--- src/rtl/video_scanout_controller.sv ---
// video_scanout_controller
// VGA raster engine. Walks the screen with an h/v counter pair, issues one
// framebuffer read per visible pixel, and delays visibility, syncs and the
// frame enable so they line up with the colour returned RD_LATENCY cycles
// after each request.
module video_scanout_controller #(
    parameter int H_VIS_AREA_PXL    = 800,
    parameter int H_FRONT_PORCH_PXL = 40,
    parameter int H_SYNC_PULSE_PXL  = 128,
    parameter int H_BACK_PORCH_PXL  = 88,
    parameter int V_VIS_AREA_PXL    = 600,
    parameter int V_FRONT_PORCH_PXL = 1,
    parameter int V_SYNC_PULSE_PXL  = 4,
    parameter int V_BACK_PORCH_PXL  = 23,
    parameter int HS_ACTIVE_HIGH    = 1,
    parameter int VS_ACTIVE_HIGH    = 1,
    parameter int SCALE_SHIFT       = 1,
    parameter int RD_LATENCY        = 1,
    parameter int RED_BITS          = 4,
    parameter int GREEN_BITS        = 4,
    parameter int BLUE_BITS         = 4,
    localparam int COLOR_BITS       = RED_BITS + GREEN_BITS + BLUE_BITS,
    localparam int FB_W             = H_VIS_AREA_PXL >> SCALE_SHIFT,
    localparam int FB_H             = V_VIS_AREA_PXL >> SCALE_SHIFT,
    localparam int X_BITS           = (FB_W > 1) ? $clog2(FB_W) : 1,
    localparam int Y_BITS           = (FB_H > 1) ? $clog2(FB_H) : 1
) (
    input  logic                  clk_i,
    input  logic                  reset_ni,
    input  logic                  enable_i,
    input  logic                  flip_x_i,
    input  logic                  flip_y_i,
    input  logic [COLOR_BITS-1:0] border_color_i,
    output logic [X_BITS-1:0]     fb_rd_x_o,
    output logic [Y_BITS-1:0]     fb_rd_y_o,
    output logic                  fb_rd_en_o,
    input  logic [COLOR_BITS-1:0] color_i,
    output logic                  vga_hs_o,
    output logic                  vga_vs_o,
    output logic [RED_BITS-1:0]   vga_r_o,
    output logic [GREEN_BITS-1:0] vga_g_o,
    output logic [BLUE_BITS-1:0]  vga_b_o,
    output logic                  frame_start_o,
    output logic                  vblank_o
);

    localparam int H_TOTAL  = H_VIS_AREA_PXL + H_FRONT_PORCH_PXL + H_SYNC_PULSE_PXL + H_BACK_PORCH_PXL;
    localparam int V_TOTAL  = V_VIS_AREA_PXL + V_FRONT_PORCH_PXL + V_SYNC_PULSE_PXL + V_BACK_PORCH_PXL;
    localparam int H_BITS   = $clog2(H_TOTAL);
    localparam int V_BITS   = $clog2(V_TOTAL);
    // one request register stage plus the framebuffer read latency
    localparam int L        = 1 + RD_LATENCY;
    localparam int HS_START = H_VIS_AREA_PXL + H_FRONT_PORCH_PXL;
    localparam int HS_END   = HS_START + H_SYNC_PULSE_PXL;
    localparam int VS_START = V_VIS_AREA_PXL + V_FRONT_PORCH_PXL;
    localparam int VS_END   = VS_START + V_SYNC_PULSE_PXL;

    logic [H_BITS-1:0]     h_cnt;
    logic [V_BITS-1:0]     v_cnt;
    logic                  h_last;
    logic                  v_last;
    logic                  at_origin;

    logic                  en_lat;
    logic                  fx_lat;
    logic                  fy_lat;
    logic                  frame_en;
    logic                  frame_fx;
    logic                  frame_fy;

    logic                  h_vis;
    logic                  v_vis;
    logic                  vis;
    logic                  hs_raw;
    logic                  vs_raw;
    logic [H_BITS-1:0]     h_scaled;
    logic [V_BITS-1:0]     v_scaled;
    logic [X_BITS-1:0]     x_clamp;
    logic [Y_BITS-1:0]     y_clamp;
    logic [X_BITS-1:0]     x_req;
    logic [Y_BITS-1:0]     y_req;

    logic [L-1:0]          vis_pipe;
    logic [L-1:0]          en_pipe;
    logic [L-1:0]          hs_pipe;
    logic [L-1:0]          vs_pipe;
    logic                  hs_d;
    logic                  vs_d;
    logic [COLOR_BITS-1:0] pixel;

    assign h_last    = (h_cnt == H_BITS'(H_TOTAL - 1));
    assign v_last    = (v_cnt == V_BITS'(V_TOTAL - 1));
    assign at_origin = (h_cnt == '0) && (v_cnt == '0);

    // The frame controls are captured at the origin, but the origin pixel itself
    // must already obey the new values, so it bypasses the latch.
    assign frame_en = at_origin ? enable_i : en_lat;
    assign frame_fx = at_origin ? flip_x_i : fx_lat;
    assign frame_fy = at_origin ? flip_y_i : fy_lat;

    // Raster counters: h sweeps a full line, v advances once per line wrap.
    always_ff @(posedge clk_i or negedge reset_ni) begin
        if (!reset_ni) begin
            h_cnt <= '0;
            v_cnt <= '0;
        end else if (h_last) begin
            h_cnt <= '0;
            v_cnt <= v_last ? '0 : v_cnt + 1'b1;
        end else begin
            h_cnt <= h_cnt + 1'b1;
        end
    end

    // Hold enable and flip settings constant for a whole frame.
    always_ff @(posedge clk_i or negedge reset_ni) begin
        if (!reset_ni) begin
            en_lat <= 1'b0;
            fx_lat <= 1'b0;
            fy_lat <= 1'b0;
        end else if (at_origin) begin
            en_lat <= enable_i;
            fx_lat <= flip_x_i;
            fy_lat <= flip_y_i;
        end
    end

    // Decode the current position: visibility, raw syncs and the scaled,
    // clamped and optionally mirrored framebuffer coordinate.
    always_comb begin
        h_vis    = (h_cnt < H_BITS'(H_VIS_AREA_PXL));
        v_vis    = (v_cnt < V_BITS'(V_VIS_AREA_PXL));
        vis      = h_vis && v_vis;
        hs_raw   = (h_cnt >= H_BITS'(HS_START)) && ({1'b0, h_cnt} < (H_BITS + 1)'(HS_END));
        vs_raw   = (v_cnt >= V_BITS'(VS_START)) && ({1'b0, v_cnt} < (V_BITS + 1)'(VS_END));
        h_scaled = h_cnt >> SCALE_SHIFT;
        v_scaled = v_cnt >> SCALE_SHIFT;
        x_clamp  = (h_scaled > H_BITS'(FB_W - 1)) ? X_BITS'(FB_W - 1) : X_BITS'(h_scaled);
        y_clamp  = (v_scaled > V_BITS'(FB_H - 1)) ? Y_BITS'(FB_H - 1) : Y_BITS'(v_scaled);
        x_req    = frame_fx ? (X_BITS'(FB_W - 1) - x_clamp) : x_clamp;
        y_req    = frame_fy ? (Y_BITS'(FB_H - 1) - y_clamp) : y_clamp;
    end

    // Request stage: register the framebuffer read and the request-side status.
    always_ff @(posedge clk_i or negedge reset_ni) begin
        if (!reset_ni) begin
            fb_rd_x_o     <= '0;
            fb_rd_y_o     <= '0;
            fb_rd_en_o    <= 1'b0;
            frame_start_o <= 1'b0;
            vblank_o      <= 1'b0;
        end else begin
            fb_rd_x_o     <= vis ? x_req : '0;
            fb_rd_y_o     <= vis ? y_req : '0;
            fb_rd_en_o    <= vis && frame_en;
            frame_start_o <= at_origin;
            vblank_o      <= !v_vis;
        end
    end

    // Delay line that realigns visibility, syncs and enable with returning colour.
    always_ff @(posedge clk_i or negedge reset_ni) begin
        if (!reset_ni) begin
            vis_pipe <= '0;
            en_pipe  <= '0;
            hs_pipe  <= '0;
            vs_pipe  <= '0;
        end else begin
            vis_pipe <= {vis_pipe[L-2:0], vis};
            en_pipe  <= {en_pipe[L-2:0], frame_en};
            hs_pipe  <= {hs_pipe[L-2:0], hs_raw};
            vs_pipe  <= {vs_pipe[L-2:0], vs_raw};
        end
    end

    assign hs_d     = hs_pipe[L-1];
    assign vs_d     = vs_pipe[L-1];
    assign vga_hs_o = (HS_ACTIVE_HIGH != 0) ? hs_d : !hs_d;
    assign vga_vs_o = (VS_ACTIVE_HIGH != 0) ? vs_d : !vs_d;

    // Pick the pin colour: framebuffer data, border colour, or black in blanking.
    always_comb begin
        pixel = '0;
        if (vis_pipe[L-1]) begin
            pixel = en_pipe[L-1] ? color_i : border_color_i;
        end
    end

    assign vga_r_o = pixel[COLOR_BITS-1 -: RED_BITS];
    assign vga_g_o = pixel[GREEN_BITS+BLUE_BITS-1 -: GREEN_BITS];
    assign vga_b_o = pixel[BLUE_BITS-1:0];

endmodule

--- config.mk ---
export PLATFORM = sky130hd
export DESIGN_NAME = video_scanout_controller
export DESIGN_NICKNAME = d
export VERILOG_FILES = /design/src/rtl/video_scanout_controller.sv
export SDC_FILE = /design/constraint.sdc
export NUM_CORES = 1
export LEC_CHECK = 0
export BUFFER_PORTS_ARGS = -buffer_cell sky130_fd_sc_hd__buf_4
export CAP_MARGIN = 10
export CORE_MARGIN = 2
export CORE_UTILIZATION = 55
export CTS_CLUSTER_DIAMETER = 100
export DETAILED_ROUTE_END_ITERATION = 16
export PLACE_DENSITY = 0.9
export SLEW_MARGIN = 20
export SYNTH_ARGS = -nofsm -noshare
export SYNTH_HDL_FRONTEND = slang
export SYNTH_SLANG_ARGS = --single-unit
--- constraint.sdc ---
create_clock -name clk_i -period 2.9 [get_ports clk_i]
set_input_delay 0.87 -clock clk_i [delete_from_list [all_inputs] [get_ports clk_i]]
set_output_delay 0.87 -clock clk_i [all_outputs]
set_load 0.02 [all_outputs]
==> flow_summary_export.csv <==
group,metric,value,unit
run_status,status,"finished clean",
cells_and_area,final_nets,367,
flow_run,drv_cap,0,
route,drc,0,
global_route,grt_pass1_wl,10270,um
place,port_buffers,63,
power_and_ir_drop,power,1314,uW
timing,finalSetupViolCount,0,
timing,fin_tns_setup,0,ns
global_route,overflow,0,
global_route,grt_max_degree,53,
route,wirelength,6180,um
timing,setup_ws,0.4713,ns
critical_path,critPathMaxStageDelay,0.75,ns
route,first_iter_violations,275,
timing,fin_worst_skew,0.01009,ns
timing,timing.final.max_slew_violations,0,
clocking,ctsHtreeMaxLevel,2,
synthesis,synthCells,283,
power_and_ir_drop,powerDensity,388.2,nW/um^2
synthesis,syn_area_per_cell,10.05,sq um
die,die_area,5762,sq um
synthesis,synth_seq_cells,52,
power_and_ir_drop,ir_drop,0.2347,mV
timing,hold-worst-slack,0.3562,ns
route,vias,2256,
clocking,cts_root_buf,"clkbuf_8",
die,fp.dieW,75.91,um
timing,period_share,83.75,%
cells_and_area,antenna_cells,0,
synthesis,syn_area,2844,sq um
power_and_ir_drop,leakage,0.001621,uW
cells_and_area,layout_common_cells,"buf_4, dfrtp_1, nand2_1, nor2_1",
place,place_ws,0.6697,ns
place,hpwlAfterDp,4457,um
timing,relSlewSlack,56.63,%
timing,fin_crit,2.429,ns
timing,hold_violations,0,
synthesis,yosysSeqAreaShare,45.75,%
critical_path,critPathMaxFanout,12,
cells_and_area,final_common_cell,"buf_4",
synthesis,yosys-top-cells-area,"dfrtp_1, mux2i_1, ha_1",
global_route,grt_pass1_vias,2130,
synthesis,synthArstFlopShare,100.0,%
die,num_io_pins,64,
clocking,cts_resized,0,
route,drt-wirelength-per-cell,15.41,um
clocking,cts_setup_buffers,0,
cells_and_area,final_util,67.15,%
route,first_pass_iters,4,
clocking,cts_tree,"built",
timing,fmax,411.8,MHz
clocking,cts_made_buffers,5,
critical_path,r2r_setup_slack,0.54,ns
route,via_per_inst,5.626,
synthesis,netlist.top_cell.by_area,"dfrtp_1",
critical_path,cp_top_family,"flip-flops",
synthesis,synth.distinct_cells,52,
clocking,cts_hold_buffers,0,
critical_path,critPathCaptureType,"output pin",
timing,tightest_slew,0.6505,ns
critical_path,critPathLaunchType,"flop",
critical_path,worstSetupPathType,"flop to output pin",
critical_path,path_cells,"mux2i_1 -> nor2b_1 -> buf_4",
critical_path,crit_slowest_cell,"dfrtp_1",
synthesis,yosysWarnings,0,
global_route,grt_usage,22.06,%
timing,rsz0062_at_grt,"false",
global_route,antenna_found_initial,0,
clocking,clk_pin_slew,0.09,ns
place,gp_congestion,0.8824,
cells_and_area,fill_cells,365,
cells_and_area,area_growth,19.05,%
critical_path,cp_num_buf_inv,1,
die,die_h,75.91,um
cells_and_area,drive_above_1_share,26.28,%
hold_path,hp-class,"flop to flop",
clocking,insertion_delay,0.31,ns
synthesis,synth_edf_count,0,
clocking,cts_buffer_depth,2,
synthesis,synth_ff_type,"dfrtp_1",
die,core_area,5042,sq um
critical_path,crit_required,2.03,ns
critical_path,crit_arrival,1.56,ns
clocking,cts_sinks,52,
die,start_util,56.40,%
synthesis,synth_nets,320,
synthesis,yosysTopAreaCellShare,45.75,%
die,rows,26,
route,drtAntennaViolNets,0,
[metal layers]
layer / global-route usage, % / wire, um / vias up
met5: 0 / 0 / -
met1: 28.30 / 2574 / 1064
met3: 5.952 / 475 / 18
met4: 7.818 / 146 / 0
li1: - / - / 1062
met2: 36.25 / 2983 / 112
[cells in the mapped netlist (3+ instances only)]
cell and n:
xor2_1 8, mux2i_1 14, nor3_1 7, nand3_1 12, nor2_1 21, o21ai_0 3, clkbuf_1 6, a21o_1 7
nand2_1 26, nor2b_1 14, and2_1 7, o31ai_1 3, o21ai_1 8, buf_2 13, and3_1 3, xnor2_1 9
a21oi_1 11, inv_1 5, dfrtp_1 52, ha_1 8
[through the flow]
| step | cells | area (sq um) |
|---|---|---|
| 2_1_floorplan | 283 | 2844 |
| 3_3_place_gp | 393 | 3291 |
| 3_5_place_dp | 393 | 3291 |
| 4_1_cts | 401 | 3386 |
| 5_1_grt | 401 | 3386 |
| 6_report | 401 | 3386 |
[final timing paths]
path	start	endpoint	cells after the start
worst max-delay path	en_pipe[1]$_DFF_PN0_	vga_r_o[0]	3
worst min-delay path	vs_pipe[0]$_DFF_PN0_	vs_pipe[1]$_DFF_PN0_	0
worst max register to register	v_cnt[5]$_DFFE_PN0N_	fb_rd_y_o[8]$_DFF_PN0_	9
worst min register to register	vs_pipe[0]$_DFF_PN0_	vs_pipe[1]$_DFF_PN0_	0
max in group asynchronous	reset_ni	fb_rd_y_o[5]$_DFF_PN0_	1
min in group asynchronous	reset_ni	fb_rd_x_o[1]$_DFF_PN0_	1
[state kept, by name (all words and copies together), names as in the netlist]
| register | cells |
|---|---|
| vblank_o | 1 |
| v_cnt | 10 |
| fb_rd_x_o | 9 |
| h_cnt | 11 |
| fb_rd_y_o | 9 |
| fy_lat | 1 |
| en_pipe | 2 |
| fb_rd_en_o | 1 |
| fx_lat | 1 |
| hs_pipe | 2 |
| vs_pipe | 2 |
| frame_start_o | 1 |
| vis_pipe | 2 |
[area by class of cell]
class	instances	area [sq um]	share of cell area [%]
Clock buffer	5	68.82	2.033
Clock inverter	3	26.28	0.7761
Inverter	6	22.52	0.6652
Multi-Input combinational cell	202	1406	41.54
Sequential cell	52	1301	38.43
Tap cell	70	87.58	2.587
Timing Repair Buffer	63	473.0	13.97
[report_power, final]
group	switching, uW	total, uW	internal (uW)
sequential	8.76	745	736
clock	247	423	176
combinational	74.5	147	72.0
[cell families (layout without fill, tap and decap cells)]
logic type      count (synthesis)  after routing  synth area share [%]
mux                            17             17                 6.115
flops                          52             52                 45.75
simple gates                  112            112                 23.58
buf+inv                        29             77                 4.795
compound gates                 48             48                 11.00
fa+ha+maj                       8              8                 3.520
xor+xnor                       17             17                 5.236
(Power assumes the default switching activity.)
